## src/rtl/leb128_writer.sv

```systemverilog
`timescale 1ns/1ps
`default_nettype none
// +--------------------------------------------------------------------------+
// | Module      : leb128_writer                                              |
// | Description : Unsigned LEB128 encoder. Takes one value per in_valid /    |
// |               in_ready handshake and emits it little-endian, 7 payload   |
// |               bits per byte, one byte per out_valid / out_ready beat.    |
// | Option      : LEB128_WRITER_PAD_EN adds min_bytes and pads the encoding  |
// |               up to a minimum length.                                    |
// | Ports       : clk, rst (async, active high)                              |
// |               in_valid/in_ready/in_data[DATA_W]  - value input           |
// |               min_bytes[4]                       - minimum length (opt.) |
// |               out_valid/out_ready/out_byte[8]    - byte stream           |
// |               out_last, out_len[4]               - framing info          |
// | Revision    : 1.0 - initial release                                      |
// +--------------------------------------------------------------------------+
module leb128_writer #(
  parameter int DATA_W    = 56,
  parameter int MAX_BYTES = (DATA_W + 6) / 7
) (
  input  logic              clk,
  input  logic              rst,
  input  logic              in_valid,
  output logic              in_ready,
  input  logic [DATA_W-1:0] in_data,
`ifdef LEB128_WRITER_PAD_EN
  input  logic [3:0]        min_bytes,
`endif
  output logic              out_valid,
  input  logic              out_ready,
  output logic [7:0]        out_byte,
  output logic              out_last,
  output logic [3:0]        out_len
);

  localparam int SHIFT_W = 7 * MAX_BYTES;

  typedef enum logic [0:0] {
    IDLE = 1'b0,
    EMIT = 1'b1
  } state_t;

  state_t             state, state_nxt;
  logic [SHIFT_W-1:0] shift;
  logic [3:0]         remaining;
  logic [3:0]         len;

  logic [SHIFT_W-1:0] data_ext;
  logic [3:0]         n_natural;
  logic [3:0]         n_load;
  logic               accept;
  logic               out_fire;

  // Zero-extend without a replication that would be zero-width at DATA_W=56.
  always_comb begin
    data_ext              = '0;
    data_ext[DATA_W-1:0]  = in_data;
  end

  // Natural length = index of highest non-zero 7-bit group + 1, minimum 1.
  always_comb begin
    n_natural = 4'd1;
    for (int i = 0; i < MAX_BYTES; i++) begin
      if (data_ext[7*i +: 7] != 7'd0) n_natural = 4'(i + 1);
    end
  end

`ifdef LEB128_WRITER_PAD_EN
  logic [3:0] min_eff;
  always_comb begin
    min_eff = (min_bytes == 4'd0) ? 4'd1 : min_bytes;
    if (min_eff > 4'(MAX_BYTES)) min_eff = 4'(MAX_BYTES);
    n_load = (n_natural > min_eff) ? n_natural : min_eff;
  end
`else
  always_comb n_load = n_natural;
`endif

  assign out_valid = (state == EMIT);
  // Padding bytes fall out naturally: the shift register is zero above the
  // value, and continuation is driven by the remaining count alone.
  assign out_byte  = {remaining > 4'd1, shift[6:0]};
  assign out_last  = (remaining == 4'd1);
  assign out_len   = len;
  assign out_fire  = out_valid & out_ready;
  // Ready on the final byte's handshake lets the next value follow with no bubble.
  assign in_ready  = (state == IDLE) | (out_fire & out_last);
  assign accept    = in_valid & in_ready;

  always_ff @(posedge clk or posedge rst) begin
    if (rst) state <= IDLE;
    else     state <= state_nxt;
  end

  always_comb begin
    state_nxt = state;
    case (state)
      IDLE: if (accept) state_nxt = EMIT;
      EMIT: if (out_fire && out_last) state_nxt = accept ? EMIT : IDLE;
      default: state_nxt = IDLE;
    endcase
  end

  // A reload on accept wins over the shift of the final byte in the same cycle.
  always_ff @(posedge clk or posedge rst) begin
    if (rst) begin
      shift     <= '0;
      remaining <= 4'd0;
      len       <= 4'd0;
    end else if (accept) begin
      shift     <= data_ext;
      remaining <= n_load;
      len       <= n_load;
    end else if (out_fire) begin
      shift     <= shift >> 7;
      remaining <= remaining - 4'd1;
    end
  end

endmodule
`default_nettype wire

```

## config.mk

```make
export PLATFORM = sky130hd
export DESIGN_NAME = leb128_writer
export DESIGN_NICKNAME = d
export VERILOG_FILES = /design/src/rtl/leb128_writer.sv
export SDC_FILE = /design/constraint.sdc
export NUM_CORES = 1
export LEC_CHECK = 0
export CAP_MARGIN = 20
export CORE_MARGIN = 4
export CORE_UTILIZATION = 54
export DETAILED_ROUTE_END_ITERATION = 6
export PLACE_DENSITY = 0.83
export SLEW_MARGIN = 40
export SYNTH_ARGS = -nofsm -noshare
export SYNTH_HDL_FRONTEND = slang
export SYNTH_SLANG_ARGS = --single-unit
```

## constraint.sdc

```tcl
create_clock -name clk -period 4.7 [get_ports clk]
set_input_delay 0.47 -clock clk [delete_from_list [all_inputs] [get_ports clk]]
set_output_delay 0.47 -clock clk [all_outputs]
set_load 0.005 [all_outputs]
```

==> qor_table.md <==
| Step | Item | Value |
| --- | --- | --- |
| yosys | Synth unique cells | 39 |
| grt | Overflow after GRT | 0 |
| yosys | Share of synthesized area occupied by flip-flops and latches | 51.6% |
| routing | Vias/cell | 5.84 |
| clock network | Worst-skew pair later-pin latency | 340 ps |
| timing | Worst-case headroom to the max-slew limit | 53.4% |
| placed design | Cell total after placement | 491 |
| grt | First-pass GRT wire length | 13300 µm |
| clock network | Cts bufs inserted | 9 |
| routing | Final Routed Wirelength | 8130 µm |
| timing | Final period demand of the worst path | 2460 ps |
| worst setup path | Gate family responsible for the most delay along the worst path | buffers and inverters |
| cells and area | Final core utilization | 73.8% |
| worst setup path | Slowest cell on the critical path | sky130_fd_sc_hd__clkdlybuf4s50_1 |
| worst setup path | Worst setup path class | in2out |
| timing | Upper clock frequency limit | 407 MHz |
| worst setup path | FF-to-FF setup slack | 2440 ps |
| placed design | Post-placement cell area | 3920 µm² |
| timing | Worst-case clock skew | 5.14 ps |
| grt | Initial antenna violation count | 0 |
| hold path | Hold Path Origin | shift[31]$_DFFE_PP0P_ |
| grt | Pin count of the biggest net entering global routing | 57 |
| cells and area | Number of antenna repair diodes | 0 |
| routing | Count of nets left with antenna violations after detail routing | 0 |
| die | Overall die area | 7130 µm² |
| cells and area | Commonest cells after routing, fill and taps aside | 106 x sky130_fd_sc_hd__nand2_1, 102 x sky130_fd_sc_hd__nand3_1, 74 x sky130_fd_sc_hd__clkdlybuf4s50_1 |
| yosys | Synthesized area | 3150 µm² |
| cells and area | Nets | 492 |
| timing | Final clock period utilization by the worst path | 52.3% |
| power and ir drop | Power density over cell area | 430 nW/µm² |
| timing | Final-report max-slew violation count | 0 |
| clock network | Count of hold buffers inserted by post-cts repair | 0 |
| worst setup path | Most common cell type on the critical path | sky130_fd_sc_hd__clkdlybuf4s50_1 |
| worst setup path | Worst Reg-to-Reg Cells | 7 |
| yosys | Post-synthesis share of cell area spent on and, or, nand and nor gates | 35.8% |
| clock network | TritonCTS clock tree | done |
| yosys | Mux share of post-synthesis cell area | 0.357% |
| placed design | Placed wire-length estimate | 5600 µm |
| die | Starting utilization of the core area | 56.6% |
| hold path | Worst Hold Path EP | shift[31]$_DFFE_PP0P_ |
| timing | Count of final setup violators | 0 |
| clock network | H-tree depth reported by CTS | 3 |
| worst setup path | Type of element launching the critical path | primary input |
| die | Total number of placement rows | 27 |
| die | Die span in y | 84.4 µm |
| timing | Worst slew pin tran | 697 ps |
| routing | Via total after detailed routing | 2959 |
| clock network | Post-CTS repair timing setup buffer count | 0 |
| power and ir drop | Largest vdd supply drop | 231 µV |
| worst setup path | Worst path max stage delay | 610 ps |
| hold path | Cell depth of the worst hold path | 2 |
| clock network | Clock transition at the register clock pins on the worst setup and hold paths after CTS | 70 ps |
| yosys | Yosys warns | 0 |
| worst setup path | Data required time at the worst endpoint | 4230 ps |
| routing | Drt first-iter violations | 241 |
| die | I/O pin cnt | 75 |
| grt | Met3 track demand over resource | 4.02% |
| die | Width of the chip | 84.4 µm |
| yosys | Fraction of synthesized cell area in xor and xnor cells | 0% |
| worst setup path | CP Buf/Inv Count | 2 |
| clock network | Total clock sinks | 65 |
| clock network | Maximum clock insertion buffer count | 2 |
| worst setup path | End of the worst register-to-register path | shift[33]$_DFFE_PP0P_ |
| cells and area | Summed area of non-filler cells in the final layout | 4120 µm² |
| yosys | Number of nets in the synthesized netlist | 432 |
| placed design | Input/output buffers | 74 |
| cells and area | Footprint of the multi-input gates | 1390 µm² |
| cells and area | Post-synthesis to final-layout area growth | 30.6% |
| cells and area | Commonest non-fill, non-tap cell in the layout | sky130_fd_sc_hd__nand2_1 |
| yosys | Compound-cell area share of the yosys netlist | 5.83% |
| run | Number of max-cap violations | 0 |
| cells and area | Area of all sequential standard cells | 1630 µm² |
| clock network | Post-cts resize count | 0 |
| timing | Final hold vios | 0 |
| worst setup path | CP Max Fanout | 6 |
| hold path | Worst min-delay path class | reg2reg |
| yosys | Cell count after synthesis | 370 |
| worst setup path | CP Data Arrival Time | 1990 ps |
| routing | Average routed wire per standard cell | 16.0 µm |
| yosys | Largest family of logic cells by synthesized area | simple AND/OR/NAND/NOR gates |
| power and ir drop | P_leak | 0.00187 µW |
| status | Result of the run | finished clean |
| die | Core area | 5570 µm² |
| cells and area | Post-route insts no fill | 507 |
| cells and area | Fill cell instance count of the final layout | 442 |
| yosys | Adder-cell area share of the yosys netlist | 0.794% |
| yosys | Synthesized flop and latch total | 65 |
| worst setup path | Critical Path End Type | output port |
| timing | Setup TNS Final | 0 ps |
| placed design | Placer congestion estimate | 0.863 |
| routing | Residual DRC count | 0 |
| timing | Hold Slack | 478 ps |
| routing | DRT Pass-1 Iters | 5 |
| grt | Global routing usage on met1 | 31.4% |
| timing | RSZ-0062 raised after global routing | no |
| grt | Met2 track demand over resource | 37.4% |
| grt | Via count of the first global-routing pass | 2735 |
| worst setup path | Worst r2r src | remaining[1]$_DFFE_PP0P_ |
| yosys | Per-instance average area after synthesis | 8.52 µm² |
| grt | Most Used Layer, Global Route | met2 |
| grt | GRT Resource Usage Total | 23.3% |
| cells and area | Fraction of layout instances using a drive strength above 1 | 6.67% |
| clock network | Root buffer cell | sky130_fd_sc_hd__clkbuf_8 |
| worst setup path | Cell-by-cell listing of the critical path | clkdlybuf4s50_1 -> nand4bb_1 -> nand2_1 -> clkdlybuf4s50_1 |
per-layer routing:
layer | share of wire [%] | vias to the layer above
met1 | 42 | 1423
met3 | 7.5 | 14
met5 | 0 | -
li1 | - | 1396
met2 | 49 | 126
met4 | 1.7 | 0
final cells by class:
cell class              count  share of cell area, %
clock inverters             7                   1.73
flip-flops and latches     65                   39.5
inverters                   5                  0.456
clock buffers               9                   3.01
well taps                  72                   2.19
repair buffers             80                   19.5
multi-input cells         269                   33.6
synthesized netlist by cell type:
master | instances | area (µm²)
sky130_fd_sc_hd__and4bb_2 | 1 | 12.5
sky130_fd_sc_hd__inv_1 | 5 | 18.8
sky130_fd_sc_hd__or3_1 | 1 | 6.26
sky130_fd_sc_hd__buf_2 | 11 | 55.1
sky130_fd_sc_hd__o211ai_1 | 1 | 7.51
sky130_fd_sc_hd__a21boi_1 | 1 | 7.51
sky130_fd_sc_hd__buf_4 | 8 | 60.1
sky130_fd_sc_hd__ha_1 | 2 | 25.0
sky130_fd_sc_hd__nor3_1 | 6 | 30.0
sky130_fd_sc_hd__a22o_1 | 7 | 61.3
sky130_fd_sc_hd__a221oi_1 | 1 | 8.76
sky130_fd_sc_hd__o21ai_0 | 5 | 25.0
sky130_fd_sc_hd__clkbuf_1 | 7 | 26.3
sky130_fd_sc_hd__o211a_1 | 1 | 10.0
sky130_fd_sc_hd__and3_1 | 1 | 6.26
sky130_fd_sc_hd__and2_1 | 3 | 18.8
sky130_fd_sc_hd__nand2b_1 | 1 | 6.26
sky130_fd_sc_hd__nor4b_1 | 1 | 8.76
sky130_fd_sc_hd__and4_1 | 1 | 8.76
sky130_fd_sc_hd__or4_4 | 1 | 11.3
sky130_fd_sc_hd__o221ai_1 | 1 | 8.76
sky130_fd_sc_hd__nor2b_1 | 1 | 6.26
sky130_fd_sc_hd__o21ai_1 | 1 | 5.00
sky130_fd_sc_hd__a21oi_1 | 1 | 5.00
sky130_fd_sc_hd__nand4_1 | 2 | 12.5
sky130_fd_sc_hd__buf_1 | 5 | 18.8
sky130_fd_sc_hd__dfrtp_1 | 65 | 1630
sky130_fd_sc_hd__a311oi_1 | 2 | 17.5
sky130_fd_sc_hd__nor4_1 | 6 | 37.5
sky130_fd_sc_hd__nor2_1 | 4 | 15.0
sky130_fd_sc_hd__a31oi_1 | 2 | 12.5
sky130_fd_sc_hd__a2bb2oi_1 | 1 | 8.76
sky130_fd_sc_hd__nand2_1 | 106 | 398
sky130_fd_sc_hd__nand4b_1 | 1 | 8.76
sky130_fd_sc_hd__nand4bb_1 | 2 | 22.5
sky130_fd_sc_hd__mux2_2 | 1 | 11.3
sky130_fd_sc_hd__nand3_1 | 102 | 510
sky130_fd_sc_hd__nor3b_1 | 1 | 7.51
sky130_fd_sc_hd__o22ai_1 | 1 | 6.26
cells by family after synthesis:
kind of cell | Yosys count
flops | 65
fa+ha+maj | 2
mux | 1
simple gates | 241
buf+inv | 36
compound gates | 25
per-stage QoR:
stage,setup WS (ps),power (µW)
2_1_floorplan,2600,1120
3_3_place_gp,2090,1270
3_5_place_dp,2060,1310
4_1_cts,2250,1780
5_1_grt,2150,1870
6_report,2240,1770
registers in the layout, indices dropped and copies added, names as in the netlist:
signal,cells
out_len,4
out_valid,1
shift,56
remaining,4
power by group:
| part | switching (µW) | internal [µW] | leakage [µW] | total [µW] |
|---|---|---|---|---|
| clock network | 225 | 243 | 0.0000912 | 468 |
| logic | 217 | 241 | 0.000911 | 458 |
| registers | 108 | 736 | 0.000866 | 844 |
worst max path at each step:
| stage | from | to | slack (ps) | depth (start not counted) |
|---|---|---|---|---|
| 2_1_floorplan | rst | out_len[0]$_DFFE_PP0P_ | 2600 | 1 |
| 3_3_place_gp | out_ready | shift[32]$_DFFE_PP0P_ | 2090 | 6 |
| 3_5_place_dp | out_ready | shift[7]$_DFFE_PP0P_ | 2060 | 6 |
| 4_1_cts | out_ready | in_ready | 2250 | 4 |
| 5_1_grt | out_ready | in_ready | 2150 | 4 |
| 6_report | out_ready | in_ready | 2240 | 4 |
worst min-delay path: cells and delay by family, from the launching register on:
| kind | cells | cell delay, ps |
|---|---|---|
| AND/OR/NAND/NOR | 2 | 110 |
| flip-flops | 1 | 340 |
Power figures use the tool's default switching activity.
